### src/rtl/uart_pkg.sv
// uart_pkg: shared types and constants for the UART transmit register block.
// Holds the transmit FSM state encoding, the LSR bit positions and the IIR codes.
package uart_pkg;

    // Transmit shifter states. PARITY is only reachable when UART_TX_PARITY_EN is defined.
    typedef enum logic [2:0] {
        IDLE   = 3'd0,
        START  = 3'd1,
        DATA   = 3'd2,
        PARITY = 3'd3,
        STOP   = 3'd4
    } tx_state_t;

    // Line status register bit positions driven by the transmitter.
    localparam int LSR_THRE = 5;
    localparam int LSR_TEMT = 6;

    // Interrupt identification codes.
    localparam logic [7:0] IIR_NONE = 8'h01;
    localparam logic [7:0] IIR_THRE = 8'h02;

endpackage

### src/rtl/uart_tx_shifter.sv
// uart_tx_shifter: serialises one byte as start, 8 data bits LSB first, optional even parity,
// and a stop bit. Build option UART_TX_PARITY_EN inserts the PARITY state before STOP.
//
// Load handshake: a byte transfers on any cycle where i_load_valid and o_load_ready are
// both 1. o_load_ready never depends on i_load_valid; it is high in IDLE and on the final
// tick of the stop bit, which gives back-to-back frames without an idle bit.
module uart_tx_shifter
    import uart_pkg::*;
#(
    parameter int OVERSAMPLE = 16
) (
    input  logic       clk,
    input  logic       i_clear,
    input  logic       i_hold,
    input  logic       i_tick,
    input  logic       i_load_valid,
    input  logic [7:0] i_load_data,
    output logic       o_load_ready,
    output logic       o_txd,
    output logic [2:0] o_state_next
);

    localparam int CW = (OVERSAMPLE > 1) ? $clog2(OVERSAMPLE) : 1;
    localparam logic [CW-1:0] LAST_TICK = CW'(OVERSAMPLE - 1);

    localparam logic [2:0] S_IDLE   = 3'(IDLE);
    localparam logic [2:0] S_START  = 3'(START);
    localparam logic [2:0] S_DATA   = 3'(DATA);
`ifdef UART_TX_PARITY_EN
    localparam logic [2:0] S_PARITY = 3'(PARITY);
`endif
    localparam logic [2:0] S_STOP   = 3'(STOP);

    logic [2:0]    r_state;
    logic [CW-1:0] r_bit_cnt;
    logic [2:0]    r_idx;
    logic [7:0]    r_shift;
    logic          r_txd;

    logic [2:0]    w_state_next;
    logic [CW-1:0] w_cnt_next;
    logic [2:0]    w_idx_next;
    logic [7:0]    w_shift_next;
    logic          w_txd_next;
    logic          w_bit_end;
    logic          w_load;

`ifdef UART_TX_PARITY_EN
    logic          r_par;
    logic          w_par_next;
`endif

    assign w_bit_end    = i_tick && (r_bit_cnt == LAST_TICK);
    assign o_load_ready = ~i_hold & ~i_clear &
                          ((r_state == S_IDLE) | ((r_state == S_STOP) & w_bit_end));
    assign w_load       = o_load_ready & i_load_valid;
    assign o_state_next = i_clear ? S_IDLE : w_state_next;
    assign o_txd        = r_txd;

    // Next-state logic: bit timing, bit sequencing and the load of a new byte.
    always_comb begin
        w_state_next = r_state;
        w_cnt_next   = r_bit_cnt;
        w_idx_next   = r_idx;
        w_shift_next = r_shift;
`ifdef UART_TX_PARITY_EN
        w_par_next   = r_par;
`endif
        if (!i_hold) begin
            if (i_tick && (r_state != S_IDLE)) begin
                w_cnt_next = w_bit_end ? '0 : r_bit_cnt + CW'(1);
            end
            case (r_state)
                S_START: begin
                    if (w_bit_end) begin
                        w_state_next = S_DATA;
                        w_idx_next   = 3'd0;
                    end
                end
                S_DATA: begin
                    if (w_bit_end) begin
                        w_shift_next = {1'b0, r_shift[7:1]};
                        if (r_idx == 3'd7) begin
`ifdef UART_TX_PARITY_EN
                            w_state_next = S_PARITY;
`else
                            w_state_next = S_STOP;
`endif
                        end else begin
                            w_idx_next = r_idx + 3'd1;
                        end
                    end
                end
`ifdef UART_TX_PARITY_EN
                S_PARITY: begin
                    if (w_bit_end) begin
                        w_state_next = S_STOP;
                    end
                end
`endif
                S_STOP: begin
                    if (w_bit_end) begin
                        w_state_next = S_IDLE;
                    end
                end
                default: ;
            endcase
            // A load overrides the stop-to-idle move so the next start bit follows directly.
            if (w_load) begin
                w_state_next = S_START;
                w_cnt_next   = '0;
                w_shift_next = i_load_data;
`ifdef UART_TX_PARITY_EN
                w_par_next   = ^i_load_data;
`endif
            end
        end
    end

    // Line level for the coming cycle, taken from the state being entered.
    always_comb begin
        w_txd_next = 1'b1;
        case (w_state_next)
            S_START:  w_txd_next = 1'b0;
            S_DATA:   w_txd_next = w_shift_next[0];
`ifdef UART_TX_PARITY_EN
            S_PARITY: w_txd_next = w_par_next;
`endif
            default:  w_txd_next = 1'b1;
        endcase
    end

    // Shifter registers; a clear aborts any frame and returns the line to idle high.
    always_ff @(posedge clk) begin
        if (i_clear) begin
            r_state   <= S_IDLE;
            r_bit_cnt <= '0;
            r_idx     <= 3'd0;
            r_shift   <= 8'h00;
            r_txd     <= 1'b1;
`ifdef UART_TX_PARITY_EN
            r_par     <= 1'b0;
`endif
        end else begin
            r_state   <= w_state_next;
            r_bit_cnt <= w_cnt_next;
            r_idx     <= w_idx_next;
            r_shift   <= w_shift_next;
            r_txd     <= w_txd_next;
`ifdef UART_TX_PARITY_EN
            r_par     <= w_par_next;
`endif
        end
    end

endmodule

### src/rtl/uart_tx_register.sv
// uart_tx_register: transmit holding register, LSR transmitter bits and THRE interrupt.
// Build option UART_TX_PARITY_EN adds an even parity bit to every frame.
module uart_tx_register
    import uart_pkg::*;
#(
    parameter int OVERSAMPLE = 16
) (
    input  logic       clk,
    input  logic       reset,
    input  logic       WR,
    input  logic       IIR_RD,
    input  logic [7:0] DataIn,
    input  logic [7:0] IER,
    input  logic [7:0] FCR,
    input  logic       baud_tick,
    output logic       TxD,
    output logic [7:0] LSR,
    output logic [7:0] IIR
);

    logic [7:0] r_thr;
    logic       r_thr_full;
    logic [7:0] r_lsr;
    logic [7:0] r_iir;

    logic       w_clear;
    logic       w_hold;
    logic       w_load_ready;
    logic       w_load;
    logic       w_wr_accept;
    logic       w_full_next;
    logic [2:0] w_state_next;
    logic [7:0] w_lsr_next;
    logic       w_thre_rise;
    logic       w_txd;
    logic       w_unused;

    // Transmitter reset through FCR[2] behaves like the pin reset unless FCR[0] freezes the block.
    assign w_clear = ~reset | (FCR[2] & ~FCR[0]);
    assign w_hold  = FCR[0];

    assign w_load      = w_load_ready & r_thr_full;
    // A write is taken when THR is empty or is being emptied by a load in the same cycle.
    assign w_wr_accept = WR & ~w_hold & (~r_thr_full | w_load);
    assign w_full_next = w_wr_accept ? 1'b1 : (w_load ? 1'b0 : r_thr_full);
    assign w_thre_rise = ~r_lsr[LSR_THRE] & w_lsr_next[LSR_THRE];

    assign w_unused = ^{FCR[7:3], FCR[1], IER[7:2], IER[0]};

    assign TxD = w_txd;
    assign LSR = r_lsr;
    assign IIR = r_iir;

    uart_tx_shifter #(
        .OVERSAMPLE (OVERSAMPLE)
    ) u_shifter (
        .clk          (clk),
        .i_clear      (w_clear),
        .i_hold       (w_hold),
        .i_tick       (baud_tick),
        .i_load_valid (r_thr_full),
        .i_load_data  (r_thr),
        .o_load_ready (w_load_ready),
        .o_txd        (w_txd),
        .o_state_next (w_state_next)
    );

    // LSR value for the coming cycle, so it tracks THR occupancy and shifter state.
    always_comb begin
        w_lsr_next           = 8'h00;
        w_lsr_next[LSR_THRE] = ~w_full_next;
        w_lsr_next[LSR_TEMT] = ~w_full_next & (w_state_next == 3'(IDLE));
    end

    // Transmit holding register and its occupancy flag.
    always_ff @(posedge clk) begin
        if (w_clear) begin
            r_thr      <= 8'h00;
            r_thr_full <= 1'b0;
        end else if (!w_hold) begin
            if (w_wr_accept) begin
                r_thr <= DataIn;
            end
            r_thr_full <= w_full_next;
        end
    end

    // Registered line status bits.
    always_ff @(posedge clk) begin
        if (w_clear) begin
            r_lsr <= 8'h60;
        end else if (!w_hold) begin
            r_lsr <= w_lsr_next;
        end
    end

    // THRE interrupt: raised when THR becomes empty, a raise beats a same-cycle clear.
    always_ff @(posedge clk) begin
        if (w_clear) begin
            r_iir <= IIR_NONE;
        end else if (!w_hold) begin
            if (!IER[1]) begin
                r_iir <= IIR_NONE;
            end else if (w_thre_rise) begin
                r_iir <= IIR_THRE;
            end else if (WR || IIR_RD) begin
                r_iir <= IIR_NONE;
            end
        end
    end

endmodule

### config.mk
export PLATFORM = sky130hd
export DESIGN_NAME = uart_tx_register
export DESIGN_NICKNAME = d
export VERILOG_FILES = /design/src/rtl/uart_pkg.sv /design/src/rtl/uart_tx_shifter.sv /design/src/rtl/uart_tx_register.sv
export SDC_FILE = /design/constraint.sdc
export NUM_CORES = 1
export LEC_CHECK = 0
export ABC_AREA = 1
export CAP_MARGIN = 20
export CORE_MARGIN = 3
export CORE_UTILIZATION = 43
export DETAILED_ROUTE_END_ITERATION = 7
export PLACE_DENSITY = 0.79
export SETUP_SLACK_MARGIN = 0.02
export SYNTH_ARGS = -nofsm -noshare
export SYNTH_HDL_FRONTEND = slang
export SYNTH_SLANG_ARGS = --single-unit
### constraint.sdc
create_clock -name clk -period 1.7 [get_ports clk]
set_input_delay 0.34 -clock clk [delete_from_list [all_inputs] [get_ports clk]]
set_output_delay 0.34 -clock clk [all_outputs]
set_load 0.02 [all_outputs]
# After elaboration in Yosys (flattened, before gate mapping)

Index checks and enable logic that the tools add are counted.

Div/mod/pow operators: 0
Reductions and logical operators: 15
Equal/unequal tests: 11
Bitwise gates (word level): 18
Multipliers: 0
Magnitude comparators: 0
Add/sub/neg operators: 2
Multiplexer cells: 25
Shift operators: 0

Operators with widths:

| cell                                                                     | number |
|---|---|
| 8-bit two-way mux                                                        | 6 |
| 3-bit two-way mux                                                        | 10 |
| 4-bit two-way mux                                                        | 3 |
| 1-bit bitwise AND                                                        | 9 |
| 3-bit one-hot mux with 3 select lines                                    | 1 |
| 2-bit nonzero test                                                       | 4 |
| 3-bit by 1-bit equality test with 1-bit output (second input constant)   | 2 |
| 3-bit by 2-bit equality test with 1-bit output (second input constant)   | 2 |
| 3-bit equality test (second input constant)                              | 2 |
| 3-bit zero test                                                          | 2 |
| 1-bit NOT                                                                | 6 |
| 3-bit one-hot mux with 2 select lines                                    | 1 |
| 2-bit AND reduction                                                      | 3 |
| 5-bit AND reduction                                                      | 1 |
| 4-bit by 1-bit adder with 4-bit output (second input constant)           | 1 |
| 4-bit equality test (second input constant)                              | 1 |
| 2-bit by 1-bit inequality test with 1-bit output (second input constant) | 2 |
| 3-bit by 1-bit adder with 3-bit output (second input constant)           | 1 |
| 1-bit two-way mux                                                        | 3 |
| 3-bit by 1-bit inequality test with 1-bit output (second input constant) | 1 |
| 1-bit OR                                                                 | 3 |
| 3-bit AND reduction                                                      | 1 |
| 3-bit nonzero test                                                       | 1 |
| 1-bit logical AND                                                        | 2 |
| 3 further kinds                                                          | 3 |

Logic and storage cells: 81
Input port bits: 29
ROM bits: 0
Memory bits (writable): 0
Output and inout port bits: 17
Latch bits: 0
Memories kept: 0
Flip-flop bits (word level): 38

# Depth between registers and ports, before layout

Gate-level depths: netlist of run 1.

Depth after elaboration: 14
Gate-level depth with buffers: 12

# Modules after synthesis

Synthesis of run 1 repeated with hierarchy kept, for this count alone.

Cell total of the unflattened synthesis: 235
Area, all modules: 1694.1 µm²

By module, submodules not included:

| module           | sequential area each (µm²) | area an instance (µm²) | times used | cells an instance |
|---|---|---|---|---|
| uart_tx_shifter  | 380.4                      | 1078.5                 | 1          | 152 |
| uart_tx_register | 260.2                      | 615.6                  | 1          | 83 |

# Least setup slack after synthesis of run 1

No wires, ideal clock.

Kind: reg2reg
From: register u_shifter.r_bit_cnt[0]
To: register r_lsr[6], in the netlist LSR[6]
Setup slack: 0.159 ns
Buffers on the path: 1
Arrival time: 1.426 ns
Stages on the path, launching flop included: 12
Library setup time: 0.115 ns
Path through: dfxtp_1 -> ha_1 -> nand2_1 -> nor2_1 -> buf_2 -> nand2_1 -> nand3_1 -> nand3_1 -> nand2_1 -> nand2_1 -> nand3_1 -> nand2_1

Cells in the longest elaborated chain, start to end: 11
Elaborated cells on any way between the ends: 20
Classes of those cells: eq/ne: 1; mux: 9; bitwise: 8; reduce/logical: 2

RTL lines:

| element                                                | line                                           | RTL |
|---|---|---|
| start, declared                                        | uart_tx_shifter.sv:35                          | `logic [CW-1:0] r_bit_cnt;` |
| start signal, assigned                                 | uart_tx_shifter.sv:146                         | `r_bit_cnt <= w_cnt_next;` |
| 4-bit equality test (*)                                | uart_tx_shifter.sv:53                          | `assign w_bit_end = i_tick && (r_bit_cnt == LAST_TICK);` |
| 1-bit logical AND (*)                                  | uart_tx_shifter.sv:53                          |  |
| 1-bit bitwise AND                                      | uart_tx_shifter.sv:55                          | `((r_state == S_IDLE) \| ((r_state == S_STOP) & w_bit_end));` |
| 1-bit OR                                               | uart_tx_shifter.sv:55                          |  |
| 1-bit bitwise AND                                      | uart_tx_shifter.sv:54                          | `assign o_load_ready = ~i_hold & ~i_clear &` |
| 1-bit bitwise AND                                      | uart_tx_shifter.sv:56, uart_tx_register.sv:42  |  |
| 3-bit two-way mux or 1-bit OR (tied branches)          | uart_tx_shifter.sv:109, uart_tx_register.sv:44 |  |
| 3-bit two-way mux or 1-bit bitwise AND (tied branches) | uart_tx_shifter.sv:69, uart_tx_register.sv:44  |  |
| 3-bit two-way mux or 1-bit two-way mux (tied branches) | uart_tx_shifter.sv:57, uart_tx_register.sv:45  |  |
| 3-bit zero test or 1-bit NOT (tied branches)           | uart_tx_register.sv:72                         | `w_lsr_next[LSR_TEMT] = ~w_full_next & (w_state_next == 3'(IDLE));` |
| 1-bit bitwise AND (*)                                  | uart_tx_register.sv:72                         |  |
| end signal, assigned                                   | uart_tx_register.sv:93                         | `r_lsr <= w_lsr_next;` |
| end, declared                                          | uart_tx_register.sv:23                         | `logic [7:0] r_lsr;` |

Mark *: on every way between the ends. The rest lies on a longest branch, timed or not.
A chain may end at the register's enable or synchronous reset.

# Final worst setup path of run 1

From: input FCR[0]
To: register u_shifter.r_shift[5]

Cells in the longest elaborated chain, start to end: 9
Elaborated cells on any way between the ends: 11
Classes of those cells: mux: 1; bitwise: 7; reduce/logical: 3

RTL lines:

| element                              | line                   | RTL |
|---|---|---|
| start, declared                      | uart_tx_register.sv:14 | `input logic [7:0] FCR,` |
| 1-bit NOT (no source line) (*)       | n/a                    |  |
| 1-bit bitwise AND                    | uart_tx_register.sv:39 | `assign w_clear = ~reset \| (FCR[2] & ~FCR[0]);` |
| 1-bit OR                             | uart_tx_register.sv:39 |  |
| 1-bit NOT                            | uart_tx_shifter.sv:54  |  |
| 1-bit bitwise AND (2 in series)      | uart_tx_shifter.sv:54  |  |
| 1-bit bitwise AND                    | uart_tx_shifter.sv:56  | `assign w_load = o_load_ready & i_load_valid;` |
| 2-bit nonzero test (no source line)  | n/a                    |  |
| 3-bit AND reduction (no source line) | n/a                    |  |
| end signal, assigned                 | uart_tx_shifter.sv:148 | `r_shift <= w_shift_next;` |
| end, declared                        | uart_tx_shifter.sv:37  | `logic [7:0] r_shift;` |

Marks and branches as above.

==> impl_summary.log, run 1 <==
INFO  metric cts_htree_levels = 2
INFO  metric finalSetupViolations = 0
INFO  metric total_leakage_power = 0.9954 nW
INFO  metric layout_commonest_cell = nand2_1
INFO  metric post_synth.cell_area_avg = 7.382 µm²
INFO  metric clock_sinks = 32
INFO  metric worst_path_dominant_cell_family = buffers and inverters
INFO  metric floorplan.die.width = 68.84 µm
INFO  metric synthesis.instances = 230
INFO  metric initial_util = 0.4535
INFO  metric highest-signal-layer = met4
INFO  metric fp.coreArea = roughly 0.0037 mm²
INFO  metric critical_path.n_buffers_inverters = 5
INFO  metric cts_root_buffer = clkbuf_8
INFO  metric tritoncts_clock_tree = built
INFO  metric fraction_of_the_yosys_area_taken_by_sequential_cells = 0.3773
INFO  metric max_clock_freq = 0.5996 GHz
INFO  metric data_arrival_time_at_the_worst_slack_endpoint = 1.88 ns
INFO  metric wl_met2 = 1880 µm
INFO  metric grt_overflow_total = 0
INFO  metric postLayoutCellArea = 0.002228 mm²
INFO  metric maxCapViolCount = 0
INFO  metric finalHoldViolCount = 0
INFO  metric setup-tns-final = 0 ns
INFO  metric ios = 46
INFO  metric global_placer_s_final_weighted_congestion = 0.8945
INFO  metric drt_drc_violations_left = 0
INFO  metric critical_path.cell_chain = clkdlybuf4s50_1, inv_2, nand2_1, nand2_2, buf_4, inv_1, buf_12, o21ai_0, a31oi_1
INFO  metric preCtsSetupSlack = -0.2435 ns
INFO  metric dieArea = between 0.004 and 0.005 mm²
INFO  metric final_power = 1.550 mW
INFO  metric chipHeight = 68.84 µm
INFO  metric worst-setup-path-type = in -> reg
INFO  metric layout.cells.most_common_list = 42 x nand2_1, 30 x dfxtp_1, 23 x nor2_1, 22 x nand3_1, 21 x buf_4
INFO  metric grt_start_max_net_pins = 19
INFO  metric grt_usage = 0.1685
INFO  metric place.detailed.hpwl = about 2600 µm
INFO  metric final_min_period_over_clock_period = 0.9811
INFO  metric met1_routed_length = 1650 µm
INFO  metric first_pass_iters = 4
INFO  metric antenna_cells_inserted = 0
INFO  metric postLayoutSetupSlackWorst = approximately 0.032 ns
INFO  metric worstSetupStartpointType = input port
INFO  metric placementRows = 22
INFO  metric detail_route.vias_per_cell = around 4.8
INFO  metric tritoncts.num_buffers = 5
INFO  metric run_status = finished, final reports clean
INFO  metric reg_clk_slew_reported_paths = 0.07 ns
INFO  metric hold-worst-slack = 0.4730 ns
INFO  metric critical_path_required = 1.91 ns
INFO  metric routed_wl = 3690 µm
INFO  metric critPathSlowestCell = clkdlybuf4s50_1
INFO  metric route.met3.wl = between 100 and 150 µm
INFO  metric detailroute.via_count = 1554
INFO  metric netlist_area = 0.001698 mm²
INFO  metric final_layout_size_suffix_gt1_frac = 0.2190
INFO  metric detail-route-antenna-nets = 0
INFO  metric yosysWarnings = 0
INFO  metric netlist-cell-type-count = 35
INFO  metric num-nets-final = 305
INFO  metric detail_route.iter0.violations = 46
INFO  metric wl_per_cell = 11.46 µm
INFO  metric kind_of_end_point_of_the_critical_path = flop
INFO  metric place_area = 0.002074 mm²
INFO  metric grt_antenna_before_repair = 0
INFO  metric yosys_register_bits = 32
INFO  metric ctsLongestPathBuffers = 2
INFO  metric period_needed = 1.668 ns
INFO  metric timing.final.max_slew_violations = 0
INFO  metric critical_path.max_stage_delay = 0.49 ns
INFO  metric max-vdd-ir-drop = a little over 800 µV
INFO  metric layout-area-overhead-vs-synth = 31.25%
INFO  metric place.port_buffers = 20
INFO  metric timing.clock.skew = 0.005644 ns
INFO  metric vias_in_the_first_global_route = 1366
INFO  metric insertion_delay = 0.29 ns
INFO  metric power.density_cell_area = 695.4 mW/mm²
INFO  metric timing.hold.worst.class = reg -> reg
INFO  metric path_max_fanout = 18
INFO  metric grt_pass1_wl = about 5900 µm
## metal layers
layer | GRT usage | up-vias
met5 | 0 | -
met1 | 0.2103 | 696
met3 | 0.04862 | 4
met2 | 0.2729 | 31
li1 | - | 823
met4 | 0.06569 | 0
## state kept, by name, summed over array words and instances, names as in the netlist
register and cells:
u_shifter.r_state 3, u_shifter.o_txd 1, u_shifter.r_idx 3, r_thr_full 1, u_shifter.r_shift 8, u_shifter.r_bit_cnt 4, LSR 2, IIR 2
r_thr 8
## what timing repair did
| action | 4_1_cts | 5_1_grt |
|---|---|---|
| setup endpoints to repair | 0 | 25 |
| setup buffers | 0 | 2 |
| resized for setup | 0 | 16 |
| hold buffers | 0 | 0 |
## power breakdown
part	internal (mW)	leakage [nW]	switching [mW]
Sequential	0.768	0.261	0.0123
Clock	0.285	0.0479	0.293
Combinational	0.0812	0.687	0.111
## per-stage QoR
stage	cells	util
floorplan	241	-
global placement	312	0.5541
detailed placement	312	0.5541
CTS	320	0.5775
global route	322	0.5953
finish	322	0.5953
## cell usage after synthesis
cell,n,area share
nand4_1,2,0.0074
a31oi_1,6,0.022
a21oi_4,1,0.0096
nand3_4,2,0.021
o211ai_1,3,0.013
nand3b_1,1,0.0044
conb_1,1,0.0022
nor3_2,1,0.0059
inv_2,2,0.0044
o21ai_1,5,0.015
clkbuf_1,3,0.0066
a21oi_1,8,0.024
o21ai_0,12,0.035
buf_2,3,0.0088
or2_2,2,0.0074
nor3_1,1,0.0029
buf_4,12,0.053
nand2_2,2,0.0074
ha_1,3,0.022
nor2_2,1,0.0037
a21oi_2,1,0.0052
o31ai_1,3,0.013
nand3_1,23,0.068
nand2_1,45,0.099
and3_1,1,0.0037
o21ai_2,1,0.0052
buf_6,1,0.0066
a211oi_1,2,0.0088
nor2_1,25,0.055
inv_1,20,0.044
nand2_4,2,0.013
dfxtp_1,32,0.38
nor2_4,1,0.0066
nand3_2,1,0.0059
nor2_8,1,0.012
## worst register-to-register path, stage by stage (launching register included)
cell and delay (ns):
dfxtp_2 0.34, ha_2 0.20, nand2_4 0.08, nor2_4 0.12, buf_4 0.14, buf_12 0.10, nand3_1 0.13, nand2_4 0.16
o21ai_0 0.12, a31oi_1 0.18
## final timing paths
check | from | to | slack [ns] | cells past startpoint
worst max-delay path | FCR[0] | u_shifter.r_shift[5] | 0.03 | 9
worst max register to register | u_shifter.r_bit_cnt[1] | u_shifter.r_shift[5] | 0.06 | 9
worst min register to register | r_thr[7] | u_shifter.r_shift[7] | 0.47 | 2
worst min-delay path | r_thr[7] | u_shifter.r_shift[7] | 0.47 | 2
## cell families after synthesis
family | Yosys count | share of synthesized area
other | 1 | 0.002209
AOI/OAI and AO/OA | 42 | 0.1511
adders and majority gates | 3 | 0.02211
and+or+nand+nor | 111 | 0.3235
buffers and inverters | 41 | 0.1238
DFF | 32 | 0.3773
## layout make-up
cell class | instances | area (µm²)
Clock buffer | 5 | 68.82
Clock inverter | 3 | 18.77
Fill cell | 338 | 1515
Inverter | 22 | 82.58
Multi-Input combinational cell | 168 | 934.6
Sequential cell | 32 | 643.1
Tap cell | 48 | 60.06
Timing Repair Buffer | 44 | 420.4
Note: power is estimated with default switching activity, not from simulation.
==> inputs of run 2 (changes only) <==
--- a/config.mk
+++ b/config.mk
@@ -10,6 +10,7 @@
 export CORE_MARGIN = 3
 export CORE_UTILIZATION = 43
 export DETAILED_ROUTE_END_ITERATION = 7
+export GPL_ROUTABILITY_DRIVEN = 0
 export PLACE_DENSITY = 0.79
 export SETUP_SLACK_MARGIN = 0.02
 export SYNTH_ARGS = -nofsm -noshare
==> results of run 2 <==
The final DEF is identical to that of run 1; final timing and power are the same.
